**src/rtl/unified_mem_arb_pkg.sv**
```systemverilog
// Shared types for the unified memory arbiter: FSM states, port ownership
// and the default memory latency.
package mem_arb_pkg;

   typedef enum logic [1:0] {
      IDLE,
      ISSUE,
      WAIT,
      DONE
   } arb_state_e;

   typedef enum logic {
      OWN_IF,
      OWN_DM
   } owner_e;

   localparam int MEM_LAT_DEFAULT = 4;

endpackage

```
**src/rtl/unified_mem_arb_if.sv**
```systemverilog
// Bundle of the fetch port, data port and memory port of the unified arbiter.
// The arbiter is the slave side; the pipeline/memory environment is the master.
interface unified_mem_arb_if #(
   parameter int ADDR_W = 16,
   parameter int DATA_W = 16
) ();

   logic              if_req;
   logic              if_abort;
   logic [ADDR_W-1:0] if_addr;
   logic [DATA_W-1:0] if_rdata;
   logic              if_done;
   logic              if_stall;

   logic              dm_req;
   logic              dm_wr;
   logic [ADDR_W-1:0] dm_addr;
   logic [DATA_W-1:0] dm_wdata;
   logic [DATA_W-1:0] dm_rdata;
   logic              dm_done;
   logic              dm_stall;

   logic              mem_en;
   logic              mem_wr;
   logic [ADDR_W-1:0] mem_addr;
   logic [DATA_W-1:0] mem_wdata;
   logic [DATA_W-1:0] mem_rdata;

   modport slave (
      input  if_req, if_abort, if_addr,
      input  dm_req, dm_wr, dm_addr, dm_wdata,
      input  mem_rdata,
      output if_rdata, if_done, if_stall,
      output dm_rdata, dm_done, dm_stall,
      output mem_en, mem_wr, mem_addr, mem_wdata
   );

   modport master (
      output if_req, if_abort, if_addr,
      output dm_req, dm_wr, dm_addr, dm_wdata,
      output mem_rdata,
      input  if_rdata, if_done, if_stall,
      input  dm_rdata, dm_done, dm_stall,
      input  mem_en, mem_wr, mem_addr, mem_wdata
   );

endinterface

```
**src/rtl/unified_mem_arb_lat_counter.sv**
```systemverilog
// Loadable down-counter that times the fixed memory latency; saturates at zero.
module mem_lat_counter #(
   parameter int MEM_LAT = 4
) (
   input  logic clk,
   input  logic rst_n,
   input  logic load,
   input  logic dec,
   output logic zero
);

   localparam int CNT_W = $clog2(MEM_LAT) + 1;
   localparam logic [CNT_W-1:0] LOAD_VAL = CNT_W'(MEM_LAT - 1);

   logic [CNT_W-1:0] cnt_q, cnt_d;

   always_comb begin
      cnt_d = cnt_q;
      if (load) begin
         cnt_d = LOAD_VAL;
      end else if (dec && (cnt_q != '0)) begin
         cnt_d = cnt_q - CNT_W'(1);
      end
   end

   always_ff @(posedge clk or negedge rst_n) begin
      if (!rst_n) begin
         cnt_q <= '0;
      end else begin
         cnt_q <= cnt_d;
      end
   end

   assign zero = (cnt_q == '0);

endmodule

```
**src/rtl/unified_mem_arb.sv**
```systemverilog
// Shares one fixed-latency single-ported memory between instruction fetch and
// the data-memory stage; data side wins because it is the older instruction.
module unified_mem_arb
   import mem_arb_pkg::*;
#(
   parameter int ADDR_W  = 16,
   parameter int DATA_W  = 16,
   parameter int MEM_LAT = MEM_LAT_DEFAULT
) (
   input logic              clk,
   input logic              rst_n,
   unified_mem_arb_if.slave bus
);

   arb_state_e        state_q, state_d;
   owner_e            owner_q, owner_d;
   logic              abort_q, abort_d;
   logic              wr_q, wr_d;
   logic [ADDR_W-1:0] addr_q, addr_d;
   logic [DATA_W-1:0] wdata_q, wdata_d;
   logic              mem_en_q, mem_en_d;
   logic              mem_wr_q, mem_wr_d;
   logic [DATA_W-1:0] if_rdata_q, if_rdata_d;
   logic [DATA_W-1:0] dm_rdata_q, dm_rdata_d;
   logic              if_done_q, if_done_d;
   logic              dm_done_q, dm_done_d;
   logic              cnt_load, cnt_dec, cnt_zero;

   mem_lat_counter #(
      .MEM_LAT (MEM_LAT)
   ) u_lat_cnt (
      .clk   (clk),
      .rst_n (rst_n),
      .load  (cnt_load),
      .dec   (cnt_dec),
      .zero  (cnt_zero)
   );

   always_comb begin
      state_d    = state_q;
      owner_d    = owner_q;
      abort_d    = abort_q;
      wr_d       = wr_q;
      addr_d     = addr_q;
      wdata_d    = wdata_q;
      mem_en_d   = 1'b0;
      mem_wr_d   = 1'b0;
      if_rdata_d = if_rdata_q;
      dm_rdata_d = dm_rdata_q;
      if_done_d  = 1'b0;
      dm_done_d  = 1'b0;
      cnt_load   = 1'b0;
      cnt_dec    = 1'b0;

      // A branch can kill a fetch at any point after grant; the access itself still runs out.
      if ((state_q != IDLE) && (owner_q == OWN_IF) && bus.if_abort) begin
         abort_d = 1'b1;
      end

      case (state_q)
         IDLE: begin
            abort_d = 1'b0;
            if (bus.dm_req) begin
               owner_d  = OWN_DM;
               addr_d   = bus.dm_addr;
               wr_d     = bus.dm_wr;
               wdata_d  = bus.dm_wdata;
               mem_en_d = 1'b1;
               mem_wr_d = bus.dm_wr;
               state_d  = ISSUE;
            end else if (bus.if_req && !bus.if_abort) begin
               owner_d  = OWN_IF;
               addr_d   = bus.if_addr;
               wr_d     = 1'b0;
               wdata_d  = '0;
               mem_en_d = 1'b1;
               state_d  = ISSUE;
            end
         end
         ISSUE: begin
            cnt_load = 1'b1;
            state_d  = WAIT;
         end
         WAIT: begin
            if (cnt_zero) begin
               state_d = DONE;
               if (owner_q == OWN_DM) begin
                  if (!wr_q) dm_rdata_d = bus.mem_rdata;
                  dm_done_d = 1'b1;
               end else if (!(abort_q || bus.if_abort)) begin
                  if_rdata_d = bus.mem_rdata;
                  if_done_d  = 1'b1;
               end
            end else begin
               cnt_dec = 1'b1;
            end
         end
         DONE: begin
            abort_d = 1'b0;
            state_d = IDLE;
         end
         default: state_d = IDLE;
      endcase
   end

   always_ff @(posedge clk or negedge rst_n) begin
      if (!rst_n) begin
         state_q    <= IDLE;
         owner_q    <= OWN_IF;
         abort_q    <= 1'b0;
         wr_q       <= 1'b0;
         addr_q     <= '0;
         wdata_q    <= '0;
         mem_en_q   <= 1'b0;
         mem_wr_q   <= 1'b0;
         if_rdata_q <= '0;
         dm_rdata_q <= '0;
         if_done_q  <= 1'b0;
         dm_done_q  <= 1'b0;
      end else begin
         state_q    <= state_d;
         owner_q    <= owner_d;
         abort_q    <= abort_d;
         wr_q       <= wr_d;
         addr_q     <= addr_d;
         wdata_q    <= wdata_d;
         mem_en_q   <= mem_en_d;
         mem_wr_q   <= mem_wr_d;
         if_rdata_q <= if_rdata_d;
         dm_rdata_q <= dm_rdata_d;
         if_done_q  <= if_done_d;
         dm_done_q  <= dm_done_d;
      end
   end

   assign bus.mem_en    = mem_en_q;
   assign bus.mem_wr    = mem_wr_q;
   assign bus.mem_addr  = addr_q;
   assign bus.mem_wdata = wdata_q;
   assign bus.if_rdata  = if_rdata_q;
   assign bus.dm_rdata  = dm_rdata_q;
   assign bus.if_done   = if_done_q;
   assign bus.dm_done   = dm_done_q;
   // Stalls are forced low while in reset so every output reads 0 there.
   assign bus.if_stall  = rst_n & bus.if_req & ~if_done_q;
   assign bus.dm_stall  = rst_n & bus.dm_req & ~dm_done_q;

endmodule

```
**src/flat_wrapper.sv**
```systemverilog
// flat-port wrapper written by rule: the top's interface ports become plain ports
module unified_mem_arb_flat import mem_arb_pkg::*;
#(
   parameter int ADDR_W  = 16,
   parameter int DATA_W  = 16,
   parameter int MEM_LAT = MEM_LAT_DEFAULT
)
  (clk, rst_n, bus_if_req, bus_if_abort, bus_if_addr, bus_dm_req, bus_dm_wr, bus_dm_addr, bus_dm_wdata, bus_mem_rdata, bus_if_rdata, bus_if_done, bus_if_stall, bus_dm_rdata, bus_dm_done, bus_dm_stall, bus_mem_en, bus_mem_wr, bus_mem_addr, bus_mem_wdata);
  unified_mem_arb_if #(.ADDR_W(ADDR_W), .DATA_W(DATA_W)) bus_i ();
  input logic clk;
  input logic rst_n;
  input wire logic [$bits(bus_i.if_req)-1:0] bus_if_req;
  input wire logic [$bits(bus_i.if_abort)-1:0] bus_if_abort;
  input wire logic [$bits(bus_i.if_addr)-1:0] bus_if_addr;
  input wire logic [$bits(bus_i.dm_req)-1:0] bus_dm_req;
  input wire logic [$bits(bus_i.dm_wr)-1:0] bus_dm_wr;
  input wire logic [$bits(bus_i.dm_addr)-1:0] bus_dm_addr;
  input wire logic [$bits(bus_i.dm_wdata)-1:0] bus_dm_wdata;
  input wire logic [$bits(bus_i.mem_rdata)-1:0] bus_mem_rdata;
  output wire logic [$bits(bus_i.if_rdata)-1:0] bus_if_rdata;
  output wire logic [$bits(bus_i.if_done)-1:0] bus_if_done;
  output wire logic [$bits(bus_i.if_stall)-1:0] bus_if_stall;
  output wire logic [$bits(bus_i.dm_rdata)-1:0] bus_dm_rdata;
  output wire logic [$bits(bus_i.dm_done)-1:0] bus_dm_done;
  output wire logic [$bits(bus_i.dm_stall)-1:0] bus_dm_stall;
  output wire logic [$bits(bus_i.mem_en)-1:0] bus_mem_en;
  output wire logic [$bits(bus_i.mem_wr)-1:0] bus_mem_wr;
  output wire logic [$bits(bus_i.mem_addr)-1:0] bus_mem_addr;
  output wire logic [$bits(bus_i.mem_wdata)-1:0] bus_mem_wdata;
  assign bus_i.if_req = bus_if_req;
  assign bus_i.if_abort = bus_if_abort;
  assign bus_i.if_addr = bus_if_addr;
  assign bus_i.dm_req = bus_dm_req;
  assign bus_i.dm_wr = bus_dm_wr;
  assign bus_i.dm_addr = bus_dm_addr;
  assign bus_i.dm_wdata = bus_dm_wdata;
  assign bus_i.mem_rdata = bus_mem_rdata;
  assign bus_if_rdata = bus_i.if_rdata;
  assign bus_if_done = bus_i.if_done;
  assign bus_if_stall = bus_i.if_stall;
  assign bus_dm_rdata = bus_i.dm_rdata;
  assign bus_dm_done = bus_i.dm_done;
  assign bus_dm_stall = bus_i.dm_stall;
  assign bus_mem_en = bus_i.mem_en;
  assign bus_mem_wr = bus_i.mem_wr;
  assign bus_mem_addr = bus_i.mem_addr;
  assign bus_mem_wdata = bus_i.mem_wdata;
  unified_mem_arb #(.ADDR_W(ADDR_W), .DATA_W(DATA_W), .MEM_LAT(MEM_LAT)) u_core (.clk(clk), .rst_n(rst_n), .bus(bus_i));
endmodule
```
**config.mk**
```make
export PLATFORM = sky130hd
export DESIGN_NAME = unified_mem_arb_flat
export DESIGN_NICKNAME = d
export VERILOG_FILES = /design/src/rtl/unified_mem_arb_pkg.sv /design/src/rtl/unified_mem_arb_if.sv /design/src/rtl/unified_mem_arb_lat_counter.sv /design/src/rtl/unified_mem_arb.sv /design/src/flat_wrapper.sv
export SDC_FILE = /design/constraint.sdc
export NUM_CORES = 1
export LEC_CHECK = 0
export BUFFER_PORTS_ARGS = -buffer_cell sky130_fd_sc_hd__buf_2
export CELL_PAD_IN_SITES_DETAIL_PLACEMENT = 1
export CELL_PAD_IN_SITES_GLOBAL_PLACEMENT = 1
export CORE_AREA = 2 2 84 126
export CTS_CLUSTER_DIAMETER = 200
export DETAILED_ROUTE_END_ITERATION = 12
export DIE_AREA = 0 0 86 128
export MAX_ROUTING_LAYER = met4
export PLACE_DENSITY = 0.73
export SYNTH_ARGS = -nofsm -noshare
export SYNTH_HDL_FRONTEND = slang
export SYNTH_HIERARCHICAL = 1
export SYNTH_SLANG_ARGS = --single-unit
```
**constraint.sdc**
```tcl
create_clock -name clk -period 1.96 [get_ports clk]
set_clock_uncertainty 0.05 [all_clocks]
set_input_delay 0.294 -clock clk [delete_from_list [all_inputs] [get_ports clk]]
set_output_delay 0.294 -clock clk [all_outputs]
set_load 0.01 [all_outputs]
```
# Word-level counts from Yosys, hierarchy flattened
# Cells that the tools add are included.
# word_totals
regBits,76
in_bits,70
out_inout_bits,70
elab_cells,76
# classes
add_sub_neg,1
n_eq_ne,5
n_mux,30
bitwise,9
reduce_logical,18
# ops
cell,n
$mux 16,4
$mux 1,20
$pmux 2 s4,1
$reduce_and 4->1,2
$reduce_bool 2->1,4
$mux 2,3
$mux 3,2
$not 1->1,5
$and 1x1->1,4
$eq 2x2->1 const B,2
$logic_and 1x1->1,4
$reduce_and 2->1,2
$logic_not 3->1,1
$ne 3x2->1 const B,1
$reduce_bool 3->1,1
$sub 3x1->3 const B,1
$eq 2x1->1 const B,1
$logic_not 2->1,1
$ne 2x1->1 const B,1
$reduce_or 2->1,1
$logic_not 1->1,1
$logic_or 1x1->1,1

# Longest topological paths before layout
# Gate-level depths: netlist (run 1).
# depth
depth_word,6
depth_mapped,8

# Modules after synthesis
# Netlist (run 1), hierarchy kept.
# by_module_without_submodules
mod,n_inst,cells_each,area_each_um2,seq_area_each_um2
unified_mem_arb,1,195,2986.6,1826.8
mem_lat_counter,1,17,182.7,75.1

# Least setup slack after synthesis (run 1)
# Ideal clock, no wire load.
# synth_path
kind,register to register
from,register u_core.u_lat_cnt.cnt_q[0]
to,register u_core.if_rdata_q[10] (netlist: u_core/bus.if_rdata[10])
setup_time_ns,0.125
arrival_time_ns,1.711
required_ns,1.785
path_slack_ns,0.074
path_stages_with_launch,8
path_buffers,1
period_less_slack_ns,1.886
cell_sequence,dfrtp_1 inv_1 ha_1 ha_1 nand2_1 nor4_4 buf_6 mux2_2
# synth_via
elab_chain_len,2
# synth_lines
item,line_no,source
"start, declared",unified_mem_arb_lat_counter.sv:15,"logic [CNT_W-1:0] cnt_q, cnt_d;"
"start signal, assigned",unified_mem_arb_lat_counter.sv:30,cnt_q <= cnt_d;
$logic_not 3->1,unified_mem_arb_lat_counter.sv:34,assign zero = (cnt_q == '0);
named net u_core.cnt_zero,unified_mem_arb.sv:27,"logic cnt_load, cnt_dec, cnt_zero;"
$reduce_and 4->1 (no line),n/a,
"end signal, assigned",unified_mem_arb.sv:129,if_rdata_q <= if_rdata_d;
"end, declared",unified_mem_arb.sv:23,"logic [DATA_W-1:0] if_rdata_q, if_rdata_d;"
# The timed path passes the listed nets, and every way through them passes these cells.
# A chain may end at the register's enable or synchronous reset.

# Worst setup path after layout (run 1)
# layout_path
from,register u_core.u_lat_cnt.cnt_q[0]
to,register u_core.if_rdata_q[2] (netlist: u_core/bus.if_rdata[2])
# The elaborated chain is that of the path after synthesis.

==> flow_metrics.tcl, run 1 <==
set metrics [dict create \
    status "finished, final reports clean" \
    diodes 0 \
    final.setup.tns_ps 0 \
    cts_sinks 76 \
    worstSetupEndpointType "register" \
    area_delta_synth_final_pct 38.3 \
    synth_cells 212 \
    placed_cells 465 \
    maxSlewHeadroom_pct 58.6 \
    p_leak_nw 2.23 \
    dr_wl_met3_um 382 \
    max_freq_mhz 541 \
    synth_top_area_cell "dfrtp_1" \
    synthTopCellsByArea "dfrtp_1 (60%), mux2_2 (23%), a22o_1 (4.4%), ha_1 (2.4%), buf_6 (1.1%)" \
    synthFlopType "dfrtp_1" \
    reg2reg_slack_ps 110 \
    initial_core_util_pct 31.8 \
    synth_edf_count 0 \
    clk_path_buf_depth 2 \
    numCtsBuffers 9 \
    period_share_pct 94.4 \
    fin_crit_ps 1850 \
    io_buffers 139 \
    clock_latency_ps 330 \
    first_global_vias 2466 \
    num_vias 2276 \
    wl_um 7540 \
    synth_cell_types 25 \
    die_h_um 128 \
    finalSetupViolCount 0 \
    dr.pass1.iters 4 \
    vias_per_cell 4.71 \
    worst_ep_required_time_ps 2130 \
    drcViolationCount 0 \
    num_rows 45 \
    cp_max_fo 5 \
    netlist_area_mm2 0.00317 \
    start_kind "register" \
    place.gp.congestion 0.740 \
    p_total_mw 6.97 \
    highest_layer "met4" \
    gr-total-overflow 0 \
    drive_above_1_share_pct 63.4 \
    drt_iter0_markers 43 \
    cts-root-buf "clkbuf_16" \
    ys_ff_latch 76 \
    ys_async_sr_fraction_pct 100 \
    tightest_slew_ps 621 \
    grt_usage_pct 15.1 \
    grt_start_max_net_pins 34 \
    place.detailed.hpwl_um 5620 \
    fp.dieW_um 86 \
    hold_viol_final 0 \
    hp-class "in2reg" \
    final_cells 483 \
    cp.arrival_ps 2020 \
    vdd_drop_max_uv 745 \
    synth_nets 288 \
    ys_seq_area_share_pct 60.0 \
    maxCapViolCount 0 \
    ys_warn_count 6 \
    criticalPathCategory "reg2reg" \
    powerDensity_mw_per_mm2 1590 \
    finalMaxSlewViolations 0 \
    wl_per_cell_um 15.6 \
    grt_pass1_wl_um 12300 \
    dieArea_mm2 0.0110 \
    ant_nets 0 \
    ios 140 \
    clk_pin_slew_worst_paths_ps 60 \
    antenna_found_initial 0 \
    wl_met1_um 2860 \
    yosysTopAreaCellShare_pct 60.0 \
    synth_area_per_cell_um2 14.9 \
    htreeDepth 3 \
    nNetsFinal 437 \
    met2WireLength_um 4140 \
    coreArea_mm2 0.00997 \
    cts_tree "done" \
]
[cells in the mapped netlist (3+ instances only)]
| library cell | count |
|---|---|
| dfrtp_1 | 76 |
| mux2_2 | 64 |
| a22o_1 | 16 |
| ha_1 | 6 |
| inv_1 | 6 |
| nor2_1 | 6 |
| nor2b_1 | 5 |
| buf_2 | 4 |
| nand2_1 | 4 |
| buf_6 | 3 |
[cells by family after synthesis]
logic type	share of synthesized area, %
flip-flops	60.0
AND/OR/NAND/NOR	4.78
adder cells (fa/ha/maj)	2.37
AO/OA/AOI/OAI	6.00
buffers and inverters	3.00
multiplexers	23.8
[worst max-delay path: stages (launching register included)]
cell and delay (ps):
dfrtp_1 370, inv_1 60, ha_2 180, ha_4 150, nand2_2 70, nor4_4 310
buf_4 200, mux2_2 330
[report_power, final]
part / total [mW] / leakage, nW / switching [mW] / internal (mW)
logic: 2.55 / 1.15 / 1.19 / 1.37
clock network: 1.74 / 0.151 / 0.626 / 1.12
registers: 2.68 / 0.931 / 0.367 / 2.31
[path summary, 6_finish.rpt]
path | startpoint | depth (start not counted) | end
max | u_core/u_lat_cnt/cnt_q[0] | 7 | u_core/bus.if_rdata[2]
min | bus_dm_wdata[2] | 2 | u_core/bus.mem_wdata[2]
max reg2reg | u_core/u_lat_cnt/cnt_q[0] | 7 | u_core/bus.if_rdata[2]
min reg2reg | u_core/bus.mem_addr[15] | 1 | u_core/bus.mem_addr[15]
max in group asynchronous | rst_n | 3 | u_core/u_lat_cnt/cnt_q[2]
min in group asynchronous | rst_n | 2 | u_core/u_lat_cnt/cnt_q[1]
[cell usage in the layout, fill, tap and decap left out, drive strengths merged]
| cell | count |
|---|---|
| and2 | 1 |
| or4b | 1 |
| mux2 | 65 |
| clkinv | 2 |
| a21o | 2 |
| ha | 6 |
| dfrtp | 76 |
| and2b | 2 |
| mux2i | 2 |
| and3 | 2 |
| nand2b | 2 |
| a21oi | 2 |
| a22o | 16 |
| dlygate4sd3 | 1 |
| nor2 | 6 |
| nor2b | 5 |
| a2bb2oi | 1 |
| nand2 | 4 |
| clkbuf | 12 |
| bufinv | 2 |
| o21ai | 1 |
| inv | 6 |
| nor4 | 1 |
| buf | 147 |
| o31ai | 1 |
[layer usage]
metal | track usage [%] | vias up
li1 | - | 1051
met3 | 4.19 | 13
met1 | 16.2 | 1140
met5 | - | -
met4 | 6.91 | 0
met2 | 25.7 | 72
[cell type report]
type | count | area [um2]
flip-flops and latches | 76 | 1900
multi-input cells | 120 | 1200
repair buffers | 148 | 806
clock inverters | 4 | 73.8
inverters | 6 | 22.5
well taps | 117 | 146
fillers | 1090 | 5580
clock buffers | 12 | 236
[flip-flops by register name, indices dropped and copies added (netlist names)]
| name | cells |
|---|---|
| u_core/u_lat_cnt/cnt_q | 3 |
| u_core/abort_q | 1 |
| u_core/bus.mem_en | 1 |
| u_core/bus.if_rdata | 16 |
| u_core/bus.if_done | 1 |
| u_core/bus.dm_rdata | 16 |
| u_core/state_q | 2 |
| u_core/owner_q | 1 |
| u_core/bus.mem_addr | 16 |
| u_core/bus.mem_wr | 1 |
| u_core/bus.mem_wdata | 16 |
| u_core/bus.dm_done | 1 |
| u_core/wr_q | 1 |
[what timing repair did]
item	4_1_cts	5_1_grt
endpoints found under the setup margin	0	24
hold endpoints to repair	14	0
hold buffers	1	0
gates resized for setup	0	4
buffers inserted	0	1
[per-stage QoR]
stage | setup WS (ps) | util (%) | cell area [um2] | hold WS [ps]
2_1_floorplan | 74.0 | - | 3170 | -51.6
3_3_place_gp | 110 | 40.5 | 4040 | 141
3_5_place_dp | 73.4 | 40.5 | 4040 | 139
4_1_cts | 52.7 | 43.7 | 4360 | 110
5_1_grt | -1.30 | 44.0 | 4380 | 110
6_report | 110 | 44.0 | 4380 | 123
Note: power is estimated with default switching activity, not from simulation.
==> inputs of run 2 (changes only) <==
Settings changed: ABC_AREA set to 1, CORE_AREA 2 2 84 126 to 2 2 89 134, DIE_AREA 0 0 86 128 to 0 0 91 136, PLACE_DENSITY 0.73 to 0.74.
==> flow_metrics.tcl, run 2 <==
set metrics [dict create \
    diodes 0 \
    grt_pass1_wl_um 15400 \
    crit_slowest_cell "buf_4" \
    crit_buf_inv 3 \
    layout_common_cells "nand2_1 (178), buf_2 (138), dfrtp_1 (76), inv_1 (33), nand3_1 (25)" \
    final.setup.tns_ps 0 \
    vias_per_cell 4.44 \
    hold_viol_final 0 \
    p_sw_mw 2.48 \
    cts-root-buf "clkbuf_16" \
    cp.arrival_ps 1990 \
    clock_latency_ps 330 \
    cts_tree "done" \
    ys_ff_latch 76 \
    synthFlopType "dfrtp_1" \
    hp-class "in2reg" \
    netlist_area_mm2 0.00339 \
    place.detailed.hpwl_um 6950 \
    period_share_pct 90.7 \
    finalMaxSlewViolations 0 \
    fin_util_pct 40.0 \
    pwr-share-comb_pct 35.9 \
    synth_nets 460 \
    final_common_cell "nand2_1" \
    fin_area_mm2 0.00452 \
    synth_area_per_cell_um2 8.83 \
    reg2reg_slack_ps 180 \
    synth_top_area_cell "dfrtp_1" \
    post-cts-setup-buffers 0 \
    drive_above_1_share_pct 35.1 \
    first_global_vias 3210 \
    fillers 1410 \
    ant_nets 0 \
    synth_edf_count 0 \
    ys_async_sr_fraction_pct 100 \
    fp.dieW_um 91 \
    ios 140 \
    hold_depth 3 \
    intPower_mw 4.29 \
    power.share.clock_pct 26.3 \
    maxCapViolCount 0 \
    cp_cell_sequence "inv_1, ha_1, ha_1, nand2_1, inv_1, nand3_4, buf_4, nand2_1, o21ai_1" \
    crit_path_max_incr_delay_ps 360 \
    ys_seq_area_share_pct 56.1 \
    powerDensity_mw_per_mm2 1500 \
    synth_cells 384 \
    clk_path_buf_depth 2 \
    antenna_found_initial 0 \
    status "finished, final reports clean" \
    place.gp.congestion 0.730 \
    coreArea_mm2 0.0113 \
    cts_sinks 76 \
    ys_warn_count 6 \
    die_h_um 136 \
    htreeDepth 3 \
    area_delta_synth_final_pct 33.3 \
    switching_share_pct 36.6 \
    gr-total-overflow 0 \
    cp_max_fo 33 \
    wl_per_cell_um 14.0 \
    drcViolationCount 0 \
    fin_crit_ps 1780 \
    tightest_slew_ps 531 \
    synthTopCellsByArea "dfrtp_1 (56%), nand2_1 (20%), nand3_1 (3.7%), inv_1 (3.7%), o21ai_2 (3.6%)" \
    wl_um 9520 \
    num_vias 3017 \
    dieArea_mm2 0.0124 \
    synth_cell_types 20 \
    worstSetupEndpointType "register" \
    hp-start "bus_dm_wdata[14]" \
    min_to "u_core/bus.mem_wdata[14]" \
    num_rows 48 \
    maxSlewHeadroom_pct 64.6 \
    yosysTopAreaCellShare_pct 56.1 \
    initial_core_util_pct 30.0 \
    synth_top_cells_by_count "nand2_1 (178), dfrtp_1 (76), inv_1 (33)" \
    finalSetupViolCount 0 \
    path_delay_family "buffers and inverters" \
    numCtsBuffers 9 \
    criticalPathCategory "reg2reg" \
    placed_area_mm2 0.00419 \
    worst_ep_required_time_ps 2170 \
    r2r-end "u_core/bus.if_rdata[8]" \
    timing.rr.start "u_core/u_lat_cnt/cnt_q[0]" \
    rsz0062_at_grt "false" \
    clk_pin_slew_worst_paths_ps 60 \
    grt_start_max_net_pins 41 \
    max_freq_mhz 563 \
    p_leak_nw 2.66 \
    reg2reg_depth 9 \
    dr.pass1.iters 4 \
    drt_iter0_markers 95 \
    p_seq_share_pct 37.8 \
    synthMostInstantiatedCell "nand2_1" \
    start_kind "register" \
    vdd_drop_max_uv 414 \
    io_buffers 139 \
    nNetsFinal 601 \
    grt_usage_pct 16.3 \
]
## run 2: changes by cell type after synthesis, sizes merged, moves of 5 or more
cell and change:
nor2b -5, nand2 +178, buf +6, inv +30, mux2 -65, a22o -16
nand3 +26, o21ai +31
## run 2: power by group through the flow
stage                     registers, mW  logic [mW]  clock network, mW
after global routing               2.65        2.73               1.90
after floorplan                    2.83        1.20                  0
after CTS                          2.57        2.49               1.84
after global placement             2.57        2.33                  0
after detailed placement           2.58        2.46                  0
final                              2.56        2.43               1.78
## run 2: worst register-to-register path, delay by kind of cell (launching register included)
family                     cells  cell delay [ps]
buffers and inverters          3              500
and+or+nand+nor                3              270
adders and majority gates      2              430
DFF                            1              340
AOI/OAI and AO/OA              1              100
## run 2: through the flow
| step | hold WS [ps] | setup WS, ps | power, mW | cells |
|---|---|---|---|---|
| final | 108 | 182 | 6.76 | 680 |
| after floorplan | -51.6 | 422 | 4.02 | 384 |
| after CTS | 99.6 | 162 | 6.89 | 680 |
| after global placement | 59.8 | 306 | 4.90 | 663 |
| after global routing | 114 | 14.7 | 7.28 | 680 |
| after detailed placement | 58.5 | 202 | 5.04 | 663 |
## run 2: how the worst max path moves through the flow
| stage | start | endpoint | slack [ps] | cells past startpoint |
|---|---|---|---|---|
| 5_1_grt | u_core/u_lat_cnt/cnt_q[0] | u_core/bus.if_rdata[8] | 10 | 9 |
| 2_1_floorplan | u_core/u_lat_cnt/cnt_q[0] | u_core/u_lat_cnt/cnt_q[0] | 420 | 8 |
| 3_3_place_gp | u_core/u_lat_cnt/cnt_q[0] | u_core/bus.if_rdata[7] | 310 | 9 |
| 6_report | u_core/u_lat_cnt/cnt_q[0] | u_core/bus.if_rdata[8] | 180 | 9 |
| 3_5_place_dp | u_core/u_lat_cnt/cnt_q[0] | u_core/bus.if_rdata[4] | 200 | 9 |
| 4_1_cts | u_core/u_lat_cnt/cnt_q[0] | u_core/bus.if_rdata[13] | 160 | 9 |
## run 2: logic make-up after synthesis
family                   Yosys count  synth area share (%)
AND/OR/NAND/NOR                  217                  26.7
flip-flops                        76                  56.1
buffers and inverters             52                  8.45
AO/OA/AOI/OAI                     33                  6.50
adder cells (fa/ha/maj)            6                  2.21
## run 2: metal layers
layer / GRT usage [%] / up-vias / share of wire (%) / wire [um]
met4: 6.06 / 0 / 1.9 / 182
met1: 17.8 / 1446 / 40 / 3820
met3: 3.66 / 14 / 4.4 / 420
li1: - / 1467 / - / -
met5: - / - / 0 / 0
met2: 29.0 / 90 / 53 / 5090
## run 2: final cells by class
class | instances | area [um2] | share of cell area [%]
clock buffers | 9 | 225 | 4.98
clock inverters | 7 | 97.6 | 2.16
inverters | 36 | 140 | 3.10
multi-input cells | 256 | 1200 | 26.6
flip-flops and latches | 76 | 1900 | 42.1
well taps | 150 | 188 | 4.15
repair buffers | 146 | 766 | 16.9
## run 2: repair_timing
item	4_1_cts	5_1_grt
hold endpoints to repair	2	0
gates resized for setup	0	0
hold buffers	1	0
